<file path="src/rtl/controlador_juego_pkg.sv">
// juego_pkg: shared types for the 3x3 game controller.
// FSM states, result codes, the 8 winning lines and a line-check helper.
package juego_pkg;

  typedef enum logic [1:0] {
    JUGANDO,
    EVALUAR,
    FIN
  } estado_t;

  typedef enum logic [1:0] {
    GANO_NADIE  = 2'd0,
    GANO_J1     = 2'd1,
    GANO_J2     = 2'd2,
    GANO_EMPATE = 2'd3
  } gano_t;

  localparam logic [3:0] LINEAS [8][3] = '{
    '{4'd0, 4'd1, 4'd2},
    '{4'd3, 4'd4, 4'd5},
    '{4'd6, 4'd7, 4'd8},
    '{4'd0, 4'd3, 4'd6},
    '{4'd1, 4'd4, 4'd7},
    '{4'd2, 4'd5, 4'd8},
    '{4'd0, 4'd4, 4'd8},
    '{4'd2, 4'd4, 4'd6}
  };

  // m holds the cells owned by one player
  function automatic logic hay_linea(input logic [8:0] m);
    logic r;
    r = 1'b0;
    for (int i = 0; i < 8; i++) begin
      if (m[LINEAS[i][0]] && m[LINEAS[i][1]] &&
          m[LINEAS[i][2]])
        r = 1'b1;
    end
    return r;
  endfunction

endpackage

</file>
<file path="src/rtl/controlador_juego_if.sv">
// juego_if: buttons + v_sync into the controller, display board out.
// master = board/VGA side driving inputs, slave = controlador_juego.
interface juego_if;
  import juego_pkg::*;

  logic       boton_mover;
  logic       boton_colocar;
  logic       boton_reiniciar;
  logic       v_sync;
  logic [3:0] cursor;
  logic [8:0] celda_ocupada;
  logic [8:0] celda_jugador;
  logic       turno;
  logic [1:0] gano;

  modport master (
    output boton_mover, boton_colocar, boton_reiniciar,
    output v_sync,
    input  cursor, celda_ocupada, celda_jugador,
    input  turno, gano
  );

  modport slave (
    input  boton_mover, boton_colocar, boton_reiniciar,
    input  v_sync,
    output cursor, celda_ocupada, celda_jugador,
    output turno, gano
  );

endinterface

</file>
<file path="src/rtl/controlador_juego_antirrebote.sv">
// antirrebote: 2-flop sync + stability counter for an active-low button.
// Ports: clk, rst_n (sync, active-low), boton (raw), pulso (1-cycle press).
module antirrebote #(
  parameter int DEBOUNCE_CYCLES = 250000
) (
  input  logic clk,
  input  logic rst_n,
  input  logic boton,
  output logic pulso
);

  localparam int CW = $clog2(DEBOUNCE_CYCLES + 1);

  logic          s1_q, s2_q;
  logic          acc_q;
  logic [CW-1:0] cnt_q;
  logic          pulso_q;

  always_ff @(posedge clk) begin
    if (!rst_n) begin
      s1_q    <= 1'b1;
      s2_q    <= 1'b1;
      acc_q   <= 1'b1;
      cnt_q   <= '0;
      pulso_q <= 1'b0;
    end else begin
      s1_q    <= boton;
      s2_q    <= s1_q;
      pulso_q <= 1'b0;
      if (s2_q == acc_q) begin
        cnt_q <= '0;
      end else if (cnt_q == CW'(DEBOUNCE_CYCLES)) begin
        // level held long enough: accept it
        acc_q   <= s2_q;
        cnt_q   <= '0;
        pulso_q <= ~s2_q;
      end else begin
        cnt_q <= cnt_q + CW'(1);
      end
    end
  end

  assign pulso = pulso_q;

endmodule

</file>
<file path="src/rtl/controlador_juego.sv">
// controlador_juego: turn scheduler + board state, frame-latched display.
// Ports: clk, rst_n (sync, active-low), jif (juego_if.slave).
module controlador_juego
  import juego_pkg::*;
#(
  parameter int DEBOUNCE_CYCLES = 250000
) (
  input  logic    clk,
  input  logic    rst_n,
  juego_if.slave  jif
);

  logic p_mov, p_col, p_rei;

  antirrebote #(.DEBOUNCE_CYCLES(DEBOUNCE_CYCLES)) u_mov (
    .clk  (clk),
    .rst_n(rst_n),
    .boton(jif.boton_mover),
    .pulso(p_mov)
  );

  antirrebote #(.DEBOUNCE_CYCLES(DEBOUNCE_CYCLES)) u_col (
    .clk  (clk),
    .rst_n(rst_n),
    .boton(jif.boton_colocar),
    .pulso(p_col)
  );

  antirrebote #(.DEBOUNCE_CYCLES(DEBOUNCE_CYCLES)) u_rei (
    .clk  (clk),
    .rst_n(rst_n),
    .boton(jif.boton_reiniciar),
    .pulso(p_rei)
  );

  estado_t    estado_q, estado_d;
  logic [8:0] ocup_q, ocup_d;
  logic [8:0] jug_q, jug_d;
  logic [3:0] cur_q, cur_d;
  logic       turno_q, turno_d;
  gano_t      gano_q, gano_d;

  logic       vs1_q, vs2_q;
  logic       frame_ini;
  logic [3:0] dcur_q;
  logic [8:0] docup_q, djug_q;
  logic [8:0] propias;

  assign frame_ini = vs2_q & ~vs1_q;
  assign propias   = ocup_q & (turno_q ? jug_q : ~jug_q);

  always_comb begin
    estado_d = estado_q;
    ocup_d   = ocup_q;
    jug_d    = jug_q;
    cur_d    = cur_q;
    turno_d  = turno_q;
    gano_d   = gano_q;
    if (p_rei) begin
      ocup_d   = '0;
      jug_d    = '0;
      cur_d    = '0;
      turno_d  = 1'b0;
      gano_d   = GANO_NADIE;
      estado_d = JUGANDO;
    end else begin
      unique case (estado_q)
        JUGANDO: begin
          // colocar wins over mover and uses the pre-move cursor
          if (p_col) begin
            if (!ocup_q[cur_q]) begin
              ocup_d[cur_q] = 1'b1;
              jug_d[cur_q]  = turno_q;
              estado_d      = EVALUAR;
            end
          end else if (p_mov) begin
            cur_d = (cur_q == 4'd8) ? 4'd0 : cur_q + 4'd1;
          end
        end
        EVALUAR: begin
          if (hay_linea(propias)) begin
            gano_d   = turno_q ? GANO_J2 : GANO_J1;
            estado_d = FIN;
          end else if (&ocup_q) begin
            gano_d   = GANO_EMPATE;
            estado_d = FIN;
          end else begin
            turno_d  = ~turno_q;
            estado_d = JUGANDO;
          end
        end
        FIN: begin
          estado_d = FIN;
        end
        default: estado_d = JUGANDO;
      endcase
    end
  end

  always_ff @(posedge clk) begin
    if (!rst_n) begin
      estado_q <= JUGANDO;
      ocup_q   <= '0;
      jug_q    <= '0;
      cur_q    <= '0;
      turno_q  <= 1'b0;
      gano_q   <= GANO_NADIE;
      vs1_q    <= 1'b1;
      vs2_q    <= 1'b1;
      dcur_q   <= '0;
      docup_q  <= '0;
      djug_q   <= '0;
    end else begin
      estado_q <= estado_d;
      ocup_q   <= ocup_d;
      jug_q    <= jug_d;
      cur_q    <= cur_d;
      turno_q  <= turno_d;
      gano_q   <= gano_d;
      vs1_q    <= jif.v_sync;
      vs2_q    <= vs1_q;
      // a same-edge shadow write lands in the next frame
      if (frame_ini) begin
        dcur_q  <= cur_q;
        docup_q <= ocup_q;
        djug_q  <= jug_q;
      end
    end
  end

  assign jif.cursor        = dcur_q;
  assign jif.celda_ocupada = docup_q;
  assign jif.celda_jugador = djug_q;
  assign jif.turno         = turno_q;
  assign jif.gano          = gano_q;

endmodule

</file>
<file path="src/flat_wrapper.sv">
// flat-port wrapper written by rule: the top's interface ports become plain ports
module controlador_juego_flat import juego_pkg::*;
#(
  parameter int DEBOUNCE_CYCLES = 250000
)
  (clk, rst_n, jif_boton_mover, jif_boton_colocar, jif_boton_reiniciar, jif_v_sync, jif_cursor, jif_celda_ocupada, jif_celda_jugador, jif_turno, jif_gano);
  juego_if jif_i ();
  input  logic clk;
  input  logic rst_n;
  input wire logic [$bits(jif_i.boton_mover)-1:0] jif_boton_mover;
  input wire logic [$bits(jif_i.boton_colocar)-1:0] jif_boton_colocar;
  input wire logic [$bits(jif_i.boton_reiniciar)-1:0] jif_boton_reiniciar;
  input wire logic [$bits(jif_i.v_sync)-1:0] jif_v_sync;
  output wire logic [$bits(jif_i.cursor)-1:0] jif_cursor;
  output wire logic [$bits(jif_i.celda_ocupada)-1:0] jif_celda_ocupada;
  output wire logic [$bits(jif_i.celda_jugador)-1:0] jif_celda_jugador;
  output wire logic [$bits(jif_i.turno)-1:0] jif_turno;
  output wire logic [$bits(jif_i.gano)-1:0] jif_gano;
  assign jif_i.boton_mover = jif_boton_mover;
  assign jif_i.boton_colocar = jif_boton_colocar;
  assign jif_i.boton_reiniciar = jif_boton_reiniciar;
  assign jif_i.v_sync = jif_v_sync;
  assign jif_cursor = jif_i.cursor;
  assign jif_celda_ocupada = jif_i.celda_ocupada;
  assign jif_celda_jugador = jif_i.celda_jugador;
  assign jif_turno = jif_i.turno;
  assign jif_gano = jif_i.gano;
  controlador_juego #(.DEBOUNCE_CYCLES(DEBOUNCE_CYCLES)) u_core (.clk(clk), .rst_n(rst_n), .jif(jif_i));
endmodule
</file>
<file path="config.mk">
export PLATFORM = sky130hd
export DESIGN_NAME = controlador_juego_flat
export DESIGN_NICKNAME = d
export VERILOG_FILES = /design/src/rtl/controlador_juego_pkg.sv /design/src/rtl/controlador_juego_if.sv /design/src/rtl/controlador_juego_antirrebote.sv /design/src/rtl/controlador_juego.sv /design/src/flat_wrapper.sv
export SDC_FILE = /design/constraint.sdc
export NUM_CORES = 1
export LEC_CHECK = 0
export CAP_MARGIN = 10
export CORE_MARGIN = 5
export CORE_UTILIZATION = 50
export CTS_CLUSTER_SIZE = 14
export DETAILED_ROUTE_END_ITERATION = 10
export GPL_TIMING_DRIVEN = 0
export PLACE_DENSITY_LB_ADDON = 0.15
export SLEW_MARGIN = 15
export SYNTH_ARGS = -nofsm -noshare
export SYNTH_HDL_FRONTEND = slang
export SYNTH_SLANG_ARGS = --single-unit
</file>
<file path="constraint.sdc">
create_clock -name clk -period 5.41 [get_ports clk]
set_input_delay 1.623 -clock clk [delete_from_list [all_inputs] [get_ports clk]]
set_output_delay 1.623 -clock clk [all_outputs]
set_load 0.03 [all_outputs]
</file>
# Word level (Yosys, flattened, before mapping)
# Cells that the tools add are included.
totals:
  output_inout_bits: 25
  reg_bits: 117
  inputBits: 6
  word_cells: 123
op_classes:
  n_addsub: 4
  n_mux: 25
  magnitude_cmp: 2
  reduce_logical: 35
  n_bitwise: 20
  n_eq_ne: 11
op_table:
  columns: ["op", "count"]
  rows:
  - ["$add A18 B1 Y18 const B", 3]
  - ["$eq A18 B18 Y1 const B", 3]
  - ["$reduce_or A3 Y1", 6]
  - ["$logic_and A1 B1 Y1", 17]
  - ["$not A1 Y1", 16]
  - ["$mux W2", 7]
  - ["$mux W1", 12]
  - ["$reduce_and A2 Y1", 5]
  - ["$and A9 B9 Y9", 1]
  - ["$bwmux W9", 1]
  - ["$mux W9", 1]
  - ["$not A9 Y9", 1]
  - ["$or A9 B9 Y9", 1]
  - ["$reduce_and A3 Y1", 3]
  - ["$reduce_and A9 Y1", 1]
  - ["$pmux W2 S3", 1]
  - ["$lt A4 B5 Y1 const B", 1]
  - ["$add A4 B1 Y4 const B", 1]
  - ["$bmux W1 S4", 1]
  - ["$demux W1 S4", 1]
  - ["$eq A4 B4 Y1 const B", 1]
  - ["$ge A4 B1 Y1 const B", 1]
  - ["$mux W4", 1]
  - ["$ne A2 B2 Y1 const B", 2]
  - ["7 further kinds", 9]

# Depth between registers and ports, before layout
depth:
  word_depth: 17
  depth_mapped: 8
  mapped_depth_nobuf: 7

# Hierarchy
# From an unflattened synthesis, not the netlist that was laid out.
unflattened:
  cells_unflattened: 616
  area_unflattened_um2: 5586.6
modules_own_cells:
  columns: ["module", "area_each_um2", "cells_per_inst", "n_inst", "seq_area_each_um2"]
  rows:
  - ["antirrebote", 1069.8, 114, 3, 440.4]
  - ["controlador_juego", 2377.3, 274, 1, 1021.0]

# Worst setup path before layout
# No wires, ideal clock.
synth_path:
  path_kind: "in2reg"
  start: "in rst_n"
  end: "reg u_core.jug_q[8]"
  n_path_buf: 2
  cell_stages: 5
  slack_ns: 2.876
  required_time_ns: 5.337
  arrival_ns: 2.461
  setup_ns: 0.073
  path_cell_list: "nor2b_1 -> buf_1 -> clkbuf_1 -> nand2_1 -> mux2i_1"
synth_between:
  elab_chain_len: 2
synth_lines:
  columns: ["element", "line_no", "text"]
  rows:
  - ["start: declaration", "flat_wrapper.sv:9", "input logic rst_n;"]
  - ["$not A1 Y1 (no line)", null, null]
  - ["$reduce_or A2 Y1 (no line)", null, null]
  - ["end signal: assignment", "controlador_juego.sv:116", "jug_q <= jug_d;"]
  - ["end: declaration", "controlador_juego.sv:38", "logic [8:0] jug_q, jug_d;"]
# Every way passes these cells.
# A chain may end at the register's enable or synchronous reset.

# Worst setup path after layout
layout_path:
  start: "reg u_core.turno_q, in the netlist u_core.jif.turno"
  end: "out jif_turno"
layout_rtl:
  columns: ["element", "line_no", "text"]
  rows:
  - ["start: declaration", "controlador_juego.sv:40", "logic turno_q, turno_d;"]
  - ["start signal: assignment", "controlador_juego.sv:118", "turno_q <= turno_d;"]
  - ["end: declaration", "flat_wrapper.sv:17", "output wire logic [$bits(jif_i.turno)-1:0] jif_turno;"]
# No word-level cell between the ends.

==> impl_metrics.toml <==
[worst_setup_path]
setup.worst_path.end_class = "output port"
critical-path-top-delay-family = "buffers and inverters"
worstSetupPathType = "reg2out"
crit_path_max_fanout = 6
required_ps = 3790
worstPathBufferInverterCount = 1
critical_path.cell_chain = "clkdlybuf4s50_1"
arrival_ps = 1640
critical_path.max_stage_delay_ps = 710
critPathSlowestCell = "clkdlybuf4s50_1"
worstSetupStartpointType = "flip-flop"

[routing]
route.detailed.wl_per_inst_um = 13.62
routed-via-count = 4045
drt_iter0_markers = 153
drc = 0
antenna_violating_nets_post_route = 0
drt-total-wl_um = 10580
routed_via_density = 5.206
drtPass1Iterations = 4

[floorplanning]
placement_rows = 36
die_w_um = 110.3
floorplan.io_pins = 31
die_area_sq_mm = 0.01216
fp.dieH_um = 110.3
floorplan.initialDensity_pct = 51.42
floorplan.core_area_sq_mm = 0.009774

[power_and_ir_drop]
power.net_switching_mw = 0.3890
seq_power_share_pct = 44.1
sw_frac_of_total_pct = 19.75
clock_power_share_pct = 54.4
p_int_mw = 1.581
vdd_ir_drop_max_mv = 0.1975
cellPowerDensity_mw_per_mm2 = 324.9
comb_power_share_pct = 1.5
power.leakage_nw = 2.092

[clock_network]
clk_pin_slew_ps = 50
tritoncts.num_buffers = 17
clock_sink_count = 117
cts_root_buf = "clkbuf_8"
post_cts_buffers = 0
clkLatencyLatePin_ps = 510
cts_hold_buf = 0
cts_tree = "done"
post_cts.resized_instances = 0
cts_max_level = 4
cts_max_path_buffers = 2

[sta]
layout_worst_path_cycle_share_pct = 60.38
least_margin_pin_slew_ps = 649.8
timing.final.hold_violations = 0
final_period_minus_worst_setup_slack_ps = 3267
max_freq_mhz = 306.1
rsz0062_at_grt = "false"
relSlewSlack_pct = 56.34
maxSlewViolCount = 0
clock_skew_ps = 5.294
setup_total_negative_slack_ps = 0
finalSetupViolations = 0

[cells_and_area]
final_cell_mix = "dfxtp_1, nand2_1, nor2_1"
final_cells = 777
insertedDiodeCount = 0
finalInstanceArea_sq_mm = 0.006063
fin_nets = 647
final_layout_size_suffix_gt1_share_pct = 6.832
fillerInstances = 858
layout_utilization_pct = 62.03
syn_to_final_growth_pct = 20.64
layout_commonest_cell = "dfxtp_1"

[synth]
netlist_instances = 582
async_reset_ff_share_pct = 0
yosysSeqAreaShare_pct = 46.60
netlist_area_before_placement_sq_mm = 0.005026
yosys_register_bits = 117
postSynthNetCount = 598
post_synth.cell_area_avg_sq_um = 8.636
synth_edf_count = 0
yosysWarnings = 0
primary_flip_flop_cell_chosen_by_synthesis_mapping = "dfxtp_1"
synth.lib_cells_used.distinct = 46

[run]
cap_viol_max_count = 0

[worst_hold_path]
worst_hold_class = "reg2reg"

[grt]
first_global_vias = 3920
grt.total_usage_pct = 19.21
global_route_wire_length_before_repair_um = 18020
pin_count_of_the_biggest_net_entering_global_routing = 17
globalRouteOverflowTotal = 0
antenna_found_initial = 0

[placed_design]
dp.final_hpwl_um = 7619
routabilityCongestion = 0.8583
area_after_dpl_sq_mm = 0.005493
port_buffers = 30
dpl.cell_count = 745

[status]
outcome = "finished, final reports clean"
[metrics by stage]
step                worst slack (ps)  power (mW)  hold WS [ps]
global route                    2067       2.045         433.3
detailed placement              1901      0.9167         400.5
floorplan                       2876      0.9050         386.3
CTS                             2126       1.992         413.3
global placement                1945      0.9157         388.6
finish                          2143       1.970         414.7
[final timing paths]
kind	from	end	slack, ps	depth (start not counted)
hold / removal	u_core.u_rei.s1_q$_SDFF_PN1_	u_core.u_rei.s2_q$_SDFF_PN1_	410	1
hold reg to reg	u_core.u_rei.s1_q$_SDFF_PN1_	u_core.u_rei.s2_q$_SDFF_PN1_	410	1
setup reg to reg	u_core.cur_q[0]$_SDFFE_PP0P_	u_core.jug_q[8]$_SDFFE_PP0P_	3120	5
setup / recovery	u_core.jif.turno$_SDFFE_PP0P_	jif_turno	2140	1
[flip-flops by register name, indices dropped and copies added (netlist names), 2 cells and up]
name,count
u_core.u_mov.cnt_q,18
u_core.jif.celda_jugador,9
u_core.u_col.cnt_q,18
u_core.estado_q,2
u_core.jif.celda_ocupada,9
u_core.jug_q,9
u_core.ocup_q,9
u_core.jif.cursor,4
u_core.cur_q,4
u_core.jif.gano,2
u_core.u_rei.cnt_q,18
[layout make-up]
type / count / area, sq um / share of cell area [%]
Multi-Input combinational cell: 428 / 2527 / 41.68
Sequential cell: 117 / 2342 / 38.63
Clock buffer: 20 / 435.4 / 7.181
Timing Repair Buffer: 30 / 300.3 / 4.953
Tap cell: 133 / 166.4 / 2.745
Clock inverter: 12 / 135.1 / 2.229
Buffer: 19 / 88.84 / 1.465
Inverter: 18 / 67.56 / 1.114
[worst register-to-register path: cells and delay by family (launching register included)]
| kind | cells | cell delay, ps |
|---|---|---|
| simple gates | 1 | 520 |
| compound gates | 2 | 380 |
| flops | 1 | 510 |
| mux | 2 | 810 |
[synth_stat cells, drive strengths merged (7+ instances only)]
library cell,n,area share [%]
xor2,31,5.6
or3,7,0.87
a21boi,22,3.3
clkbuf,10,0.75
a21oi,15,1.5
nand3,35,3.5
nor3,17,1.7
o21a,9,1.3
and3,11,1.4
nor2,76,5.7
nand2b,12,1.5
ha,10,2.5
nand2,93,6.9
o21ai,9,0.90
xnor2,19,3.3
inv,18,1.3
nand4,9,1.1
mux2i,16,3.2
buf,9,1.0
dfxtp,117,47
[power groups by stage]
stage | clock network [mW] | logic, mW | registers [mW]
after floorplan | 0 | 0.0194 | 0.886
after global placement | 0 | 0.0298 | 0.886
after detailed placement | 0 | 0.0306 | 0.886
after CTS | 1.09 | 0.0309 | 0.868
after global routing | 1.14 | 0.0343 | 0.868
final | 1.07 | 0.0303 | 0.868
[layer usage]
| layer | share of wire [%] | global-route usage, % | vias to the layer above |
|---|---|---|---|
| li1 | - | - | 2066 |
| met1 | 46 | 22.82 | 1896 |
| met2 | 49 | 32.32 | 62 |
| met3 | 3.0 | 5.067 | 21 |
| met4 | 2.1 | 9.059 | 0 |
| met5 | 0 | 0 | - |
[kinds of logic after synthesis]
| logic type | synth area share, % |
|---|---|
| muxes | 3.634 |
| buffers and inverters | 3.112 |
| adders and majority gates | 2.489 |
| xor gates and xnor gates | 8.862 |
| AOI/OAI and AO/OA | 8.838 |
| DFF | 46.60 |
| and+or+nand+nor | 26.46 |
No activity file was read; power rests on OpenSTA's default activity.
